`src/rtl/hd_data_pattern_io.sv`:
```
// Data-pattern endpoint for the simulated drive. The checker compares host words
// against an incrementing sequence, and the generator offers an incrementing sequence.
module hd_data_pattern_io #(
  parameter int unsigned DATA_WIDTH = 32,
  parameter int unsigned COUNT_WIDTH = 24,
  parameter logic [DATA_WIDTH-1:0] START_VALUE = '0
) (
  input  logic                   clk,
  input  logic                   rst,
  input  logic                   rd_enable,
  input  logic                   rd_stb,
  input  logic [DATA_WIDTH-1:0]  rd_data,
  output logic                   rd_error,
  output logic [DATA_WIDTH-1:0]  rd_bad_data,
  output logic [COUNT_WIDTH-1:0] rd_count,
  input  logic                   wr_enable,
  input  logic                   wr_stb,
  output logic [DATA_WIDTH-1:0]  wr_data,
  output logic [COUNT_WIDTH-1:0] wr_count
);

  // Handshake: each strobe is a one-cycle valid. The endpoint is always ready,
  // so every strobe seen while its path is enabled is a completed transfer.
  logic [DATA_WIDTH-1:0] expected;
  logic [DATA_WIDTH-1:0] generator;
  logic                  rd_enable_q;
  logic                  rd_rise;
  logic                  rd_mismatch;

  assign rd_rise     = rd_enable & ~rd_enable_q;
  assign rd_mismatch = rd_stb && (rd_data != expected);
  assign wr_data     = generator;

  always_ff @(posedge clk) begin
    if (rst) begin
      rd_enable_q <= 1'b0;
      expected    <= START_VALUE;
      rd_error    <= 1'b0;
      rd_bad_data <= '0;
      rd_count    <= '0;
    end else begin
      rd_enable_q <= rd_enable;
      if (!rd_enable) begin
        expected <= START_VALUE;
        rd_count <= '0;
      end else begin
        if (rd_rise) begin
          rd_error    <= 1'b0;
          rd_bad_data <= '0;
        end
        // On the session's first cycle the old error is being cleared, so a mismatch still counts as the first one.
        if (rd_mismatch && (!rd_error || rd_rise)) begin
          rd_error    <= 1'b1;
          rd_bad_data <= rd_data;
        end
        if (rd_stb) begin
          expected <= expected + 1'b1;
          rd_count <= rd_count + 1'b1;
        end
      end
    end
  end

  always_ff @(posedge clk) begin
    if (rst) begin
      generator <= START_VALUE;
      wr_count  <= '0;
    end else if (!wr_enable) begin
      generator <= START_VALUE;
      wr_count  <= '0;
    end else if (wr_stb) begin
      generator <= generator + 1'b1;
      wr_count  <= wr_count + 1'b1;
    end
  end

endmodule

```
`config.mk`:
```
export PLATFORM = sky130hd
export DESIGN_NAME = hd_data_pattern_io
export DESIGN_NICKNAME = d
export VERILOG_FILES = /design/src/rtl/hd_data_pattern_io.sv
export SDC_FILE = /design/constraint.sdc
export NUM_CORES = 1
export LEC_CHECK = 0
export BUFFER_PORTS_ARGS = -buffer_cell sky130_fd_sc_hd__clkbuf_2
export CAP_MARGIN = 40
export CORE_ASPECT_RATIO = 2
export CORE_UTILIZATION = 30
export DETAILED_ROUTE_END_ITERATION = 7
export SLEW_MARGIN = 20
export SYNTH_ARGS = -nofsm -noshare
export SYNTH_HDL_FRONTEND = slang
export SYNTH_SLANG_ARGS = --single-unit
```
`constraint.sdc`:
```
create_clock -name clk -period 2.6 [get_ports clk]
set_input_delay 0.52 -clock clk [delete_from_list [all_inputs] [get_ports clk]]
set_output_delay 0.52 -clock clk [all_outputs]
set_load 0.01 [all_outputs]
```
==> results.yml, run 1 <==
synth:
  syn_area_um2: 6773
  synth_warnings: 0
  postSynthCellCount: 778
  netlist_top_cells_area: "dfxtp_1 43%, xnor2_1 8.3%, xor2_1 7.0%, nor2_1 5.8%, mux2i_1 5.3%"
  synth_seq_cells: 146
  yosys-top-cells-count: "146 x dfxtp_1, 104 x nor2_1, 72 x nand2_1"
  synth_fp_nets: 820
  synth_edf_count: 0
  async_flop_share_pct: 0
  synthFlopType: "dfxtp_1"
  synth.top_cell.area_share_pct: 43.16
  synth_top_cell_by_area: "dfxtp_1"
  yosysSeqAreaShare_pct: 43.16
  syn_area_per_cell_um2: 8.705
  synth_most_common_cell: "dfxtp_1"
  synth_cell_type_count: 38
place:
  gp_congestion: 0.8011
  dp.cells: 1184
  port_buffers: 150
  hpwl_um: 13960
clocking:
  cts_hold_buf: 0
  cts_tree: "yes"
  cts_root_buffer: "clkbuf_16"
  cts_setup_buffers: 0
  clock_path_buffers: 2
  cts_made_buffers: 17
  clock_sinks: 146
  ctsResizeCount: 0
  clk_latency_ps: 430
  htree_num_levels: 4
  clkTransAtPathRegs_ps: 60
timing:
  skew_ps: 5.467
  fin_setup_tns_ps: 0
  worstMarginPinSlew_ps: 558.2
  slew_violations: 0
  hold_viol_final: 0
  rsz0062_at_grt: "false"
  finalSetupViolations: 0
  max_freq_ghz: 0.4582
  timing.final.crit_share_pct: 83.93
  min_period_ps: 2182
  worst_slew_margin_rel_pct: 62.79
job:
  cap_violations: 0
critical_path:
  crit_fanout: 8
  start_kind: "flip-flop"
  path_class: "flip-flop to flip-flop"
  worstPathRequired_ps: 2960
  end_kind: "flip-flop"
  cp.arrival_ps: 2550
power_and_ir_drop:
  clkPwrFrac_pct: 47.9
  power_leakage_nw: 3.348
  cellPowerDensity_nw_per_um2: 581.6
  vdd_ir_drop_max_mv: 0.4236
  p_sw_share_pct: 24.26
  power_frac_seq_pct: 46.7
  p_switching_mw: 1.187
  combPwrFrac_pct: 5.4
  intPower_mw: 3.706
floorplan:
  die_area_um2: 23220
  fp.dieH_um: 214.5
  initial_utilization_pct: 30.56
  die_x_um: 108.2
  core_area_um2: 22160
  io-pin-count: 151
  fp-row-count: 77
final_layout:
  syn2layout_area_growth_pct: 24.22
  drive_gt1_share_pct: 22.28
  finish.net_count: 969
  nFillCells: 2309
  stdcell_count: 1215
drt:
  drt_iter0_markers: 299
  drt_wl_total_um: 18210
  vias_per_cell: 4.779
  drc: 0
  dr.pass1.iters: 4
  ant_nets: 0
  vias: 5806
  wl_per_cell_um: 14.99
grt:
  met1_usage_pct: 15.81
  grt_use_met2_pct: 29.62
  track_usage_pct: 16.19
  grt_pass1_vias: 5605
  grt_max_degree: 39
  antenna_found_initial: 1
  grt_overflow: 0
  grt_use_met3_pct: 3.982
  grt_first_pass_wirelength_um: 28620
  top_usage_layer: "met2"
min_path:
  worstHoldPathType: "primary input to flip-flop"
run_status:
  outcome: "complete, no violations"
## area by class of cell
cell class	count	area (um2)	area share [%]
Multi-Input combinational cell	567	3571	42.44
Sequential cell	146	2923	34.74
Timing Repair Buffer	167	915.9	10.89
Clock buffer	19	442.9	5.265
Tap cell	276	345.3	4.105
Clock inverter	11	107.6	1.279
Inverter	28	105.1	1.249
Antenna cell	1	2.502	0.02974
## state kept, by name, summed over array words and instances, names as in the netlist
| signal | count |
|---|---|
| expected | 32 |
| rd_bad_data | 32 |
| rd_count | 24 |
| rd_enable_q | 1 |
| rd_error | 1 |
| wr_count | 24 |
| wr_data | 32 |
## routing by layer
metal | wire length, um | share of wire [%] | vias to the layer above
met1 | 6683 | 37 | 2698
li1 | - | - | 2929
met4 | 686 | 3.8 | 0
met5 | 0 | 0 | -
met2 | 9922 | 54 | 142
met3 | 916 | 5.0 | 37
## kinds of logic after synthesis
logic type / count (synthesis) / share of synthesized area, %
xor gates and xnor gates: 118 / 15.26
and+or+nand+nor: 361 / 27.08
AOI/OAI and AO/OA: 48 / 4.194
adders and majority gates: 4 / 0.7390
DFF: 146 / 43.16
buffers and inverters: 65 / 4.249
muxes: 36 / 5.321
## layout by cell type, fill, tap and decap left out, types with 2 or more instances in the layout
cell	instances
and2_1	2
nand2_1	72
a41o_1	2
nand4_1	16
inv_6	3
clkbuf_2	150
nand4_2	3
nor3_1	28
mux2i_1	36
or4_1	2
xor2_1	54
dfxtp_1	146
clkinvlp_4	5
or3_1	18
a31o_2	2
xnor2_1	64
nand2b_1	32
a21oi_1	20
buf_12	3
nor4_1	28
and3_1	7
inv_1	28
buf_4	14
o21ai_0	19
and4_1	15
nor2_1	104
ha_1	4
nand2b_2	2
nand3_1	26
a31oi_1	2
clkbuf_16	17
## critical path, stage by stage, from the launching register on
cell	delay [ps]
dfxtp_1	450
ha_1	260
nand4_2	170
or4_1	690
or3_1	400
a21oi_1	140
## final timing paths
path / from / to / slack (ps) / depth (start not counted)
worst min-delay path: rd_data[12] / rd_bad_data[12]$_SDFFE_PP0P_ / 350 / 3
worst min register to register: rd_bad_data[0]$_SDFFE_PP0P_ / rd_bad_data[0]$_SDFFE_PP0P_ / 460 / 2
worst max register to register: wr_count[0]$_SDFFE_PP0P_ / wr_count[22]$_SDFFE_PP0P_ / 420 / 5
worst max-delay path: wr_count[0]$_SDFFE_PP0P_ / wr_count[22]$_SDFFE_PP0P_ / 420 / 5
## through the flow
step	hold WS [ps]	total power [mW]	area, um2	setup WS [ps]	util [%]
3_3_place_gp	444.7	2.600	7860	295.0	35.47
5_1_grt	356.9	5.089	8413	289.4	37.97
6_report	349.6	4.893	8413	417.8	37.97
4_1_cts	327.6	4.973	8411	424.6	37.96
3_5_place_dp	451.1	2.604	7860	266.2	35.47
2_1_floorplan	478.5	2.473	6773	596.5	-
## power by group through the flow
stage          logic [mW]  clock network (mW)  registers [mW]
6_report            0.264                2.34            2.28
4_1_cts             0.270                2.42            2.28
3_3_place_gp        0.266                   0            2.33
2_1_floorplan       0.132                   0            2.34
3_5_place_dp        0.269                   0            2.33
5_1_grt             0.288                2.52            2.29
No activity file was read; power rests on OpenSTA's default activity.
==> run 2: changes to the inputs <==
--- a/config.mk
+++ b/config.mk
@@ -5,6 +5,7 @@
 export SDC_FILE = /design/constraint.sdc
 export NUM_CORES = 1
 export LEC_CHECK = 0
+export ABC_AREA = 1
 export BUFFER_PORTS_ARGS = -buffer_cell sky130_fd_sc_hd__clkbuf_2
 export CAP_MARGIN = 40
 export CORE_ASPECT_RATIO = 2
==> constraint.sdc (replaced) <==
create_clock -name clk -period 2 [get_ports clk]
set_input_delay 0.4 -clock clk [delete_from_list [all_inputs] [get_ports clk]]
set_output_delay 0.4 -clock clk [all_outputs]
set_load 0.01 [all_outputs]
==> results.yml, run 2 <==
run_status:
  outcome: "complete, no violations"
power_and_ir_drop:
  vdd_ir_drop_max_mv: 0.4826
  cellPowerDensity_nw_per_um2: 717.3
  power_leakage_nw: 3.508
  p_total_mw: 6.513
final_layout:
  drive_gt1_share_pct: 20.52
  finish.net_count: 1253
  final_common_cell: "nand2_1"
  stdcell_count: 1510
  syn2layout_area_growth_pct: 24.09
  layout_common_cells: "192 x nand2_1, 150 x clkbuf_2, 146 x dfxtp_1, 121 x inv_1, 118 x nor2_1"
  nFillCells: 2561
  utilization_pct: 37.96
  diodes: 0
  stdcell_area_um2: 9080
place:
  gp_congestion: 0.8634
  hpwl_um: 18050
  port_buffers: 150
  dp.cells: 1479
  dpl_cell_area_um2: 8483
  pre_cts_slack_ps: -63.46
synth:
  syn_area_um2: 7317
  postSynthCellCount: 1047
  yosys-top-cells-count: "192 x nand2_1, 146 x dfxtp_1, 121 x inv_1, 121 x nor2_1, 101 x a21oi_1"
  synth.top_cell.area_share_pct: 39.95
  syn_area_per_cell_um2: 6.989
  synth_warnings: 0
  yosysSeqAreaShare_pct: 39.95
  synth_top_cell_by_area: "dfxtp_1"
  synth_cell_type_count: 37
  synth_seq_cells: 146
  netlist_top_cells_area: "dfxtp_1 40%, nand2_1 9.8%, a21oi_1 6.9%, nand3_1 6.6%, inv_1 6.2%"
  synth_fp_nets: 1089
  synth_most_common_cell: "nand2_1"
  async_flop_share_pct: 0
  synth_edf_count: 0
  synthFlopType: "dfxtp_1"
timing:
  fin_setup_tns_ps: 0
  hold_viol_final: 0
  worst_slew_margin_rel_pct: 49.30
  skew_ps: 9.263
  max_freq_ghz: 0.5471
  slew_violations: 0
  rsz0062_at_grt: "false"
  min_period_ps: 1828
  finalSetupViolations: 0
  worstMarginPinSlew_ps: 759.6
  fin_hold_ws_ps: 229.6
  timing.final.crit_share_pct: 91.39
  layout_setup_ws_ps: 172.2
grt:
  grt_first_pass_wirelength_um: 36140
  grt_max_degree: 38
  grt_pass1_vias: 7269
  track_usage_pct: 18.84
  grt_overflow: 0
  antenna_found_initial: 0
drt:
  dr.pass1.iters: 5
  wl_per_cell_um: 15.27
  drt_wl_total_um: 23060
  vias: 7422
  vias_per_cell: 4.915
  ant_nets: 0
  drt_iter0_markers: 300
  drc: 0
critical_path:
  crit_fanout: 4
  worstPathRequired_ps: 2310
  slowest_stage: "dfxtp_1"
  worst_path_dominant_cell_family: "simple AND/OR/NAND/NOR gates"
  cp.arrival_ps: 2130
  start_kind: "flip-flop"
  end_kind: "flip-flop"
  cp_num_buf_inv: 0
  path_class: "flip-flop to flip-flop"
  path_cells: "ha_1, nand3_1, nor2_2, nand2_2, nor2_2, nand2_1, nor3_1, nand2_1, xor2_1, nor2_1"
  cp_slowest_stage_delay_ps: 390
clocking:
  htree_num_levels: 4
  clkTransAtPathRegs_ps: 60
  cts_root_buffer: "clkbuf_16"
  clock_path_buffers: 2
  clock_sinks: 146
  cts_hold_buf: 0
  cts_tree: "yes"
  clk_latency_ps: 450
  cts_made_buffers: 17
floorplan:
  die_x_um: 112.4
  core_area_um2: 23920
  fp-row-count: 80
  fp.dieH_um: 222.9
  die_area_um2: 25060
  io-pin-count: 151
  initial_utilization_pct: 30.59
job:
  cap_violations: 0
min_path:
  worstHoldPathType: "primary input to flip-flop"
[run 2: metal layers]
metal | global-route usage [%] | routed length, um
met5 | 0 | 0
met4 | 12.86 | 1140
met3 | 3.206 | 757
met2 | 38.59 | 13470
met1 | 15.83 | 7697
[run 2: final timing paths]
kind	startpoint	endpoint	slack, ps	cells after the start
worst max-delay path	rd_count[1]$_SDFFE_PP0P_	rd_count[22]$_SDFFE_PP0P_	170	10
worst min-delay path	rd_data[8]	rd_bad_data[8]$_SDFFE_PP0P_	230	3
worst max register to register	rd_count[1]$_SDFFE_PP0P_	rd_count[22]$_SDFFE_PP0P_	170	10
worst min register to register	wr_data[31]$_SDFFE_PP0P_	wr_data[31]$_SDFFE_PP0P_	460	2
[run 2: worst register-to-register path, cell delays in order, from the launching register on]
cell and delay, ps:
dfxtp_1 390, ha_1 220, nand3_1 130, nor2_2 150, nand2_2 90, nor2_2 210, nand2_1 100, nor3_1 130
nand2_1 80, xor2_1 140, nor2_1 50
[run 2: what timing repair did]
action / 4_1_cts / 5_1_grt
resized for setup: 2 / 5
endpoints found under the setup margin: 24 / 12
setup buffers: 0 / 0
pin swaps: 0 / 0
[run 2: final cells by class]
cell class / instances / area, um2 / area share [%]
Multi-Input combinational cell: 741 / 3785 / 41.68
Sequential cell: 146 / 2923 / 32.19
Timing Repair Buffer: 177 / 969.7 / 10.68
Inverter: 128 / 480.5 / 5.291
Clock buffer: 22 / 454.2 / 5.002
Tap cell: 287 / 359.1 / 3.955
Clock inverter: 9 / 108.9 / 1.199
[run 2: power breakdown]
group / switching [mW] / internal [mW]
logic: 0.243 / 0.139
registers: 0.0247 / 2.94
clock network: 1.31 / 1.86
[run 2: cells by family (layout without fill, tap and decap cells)]
family / count (synthesis) / count (layout) / synth area share, %
simple gates: 531 / 531 / 33.70
compound gates: 165 / 165 / 11.99
xor+xnor: 41 / 41 / 4.908
fa+ha+maj: 4 / 4 / 0.6840
buf+inv: 160 / 336 / 8.772
flops: 146 / 146 / 39.95
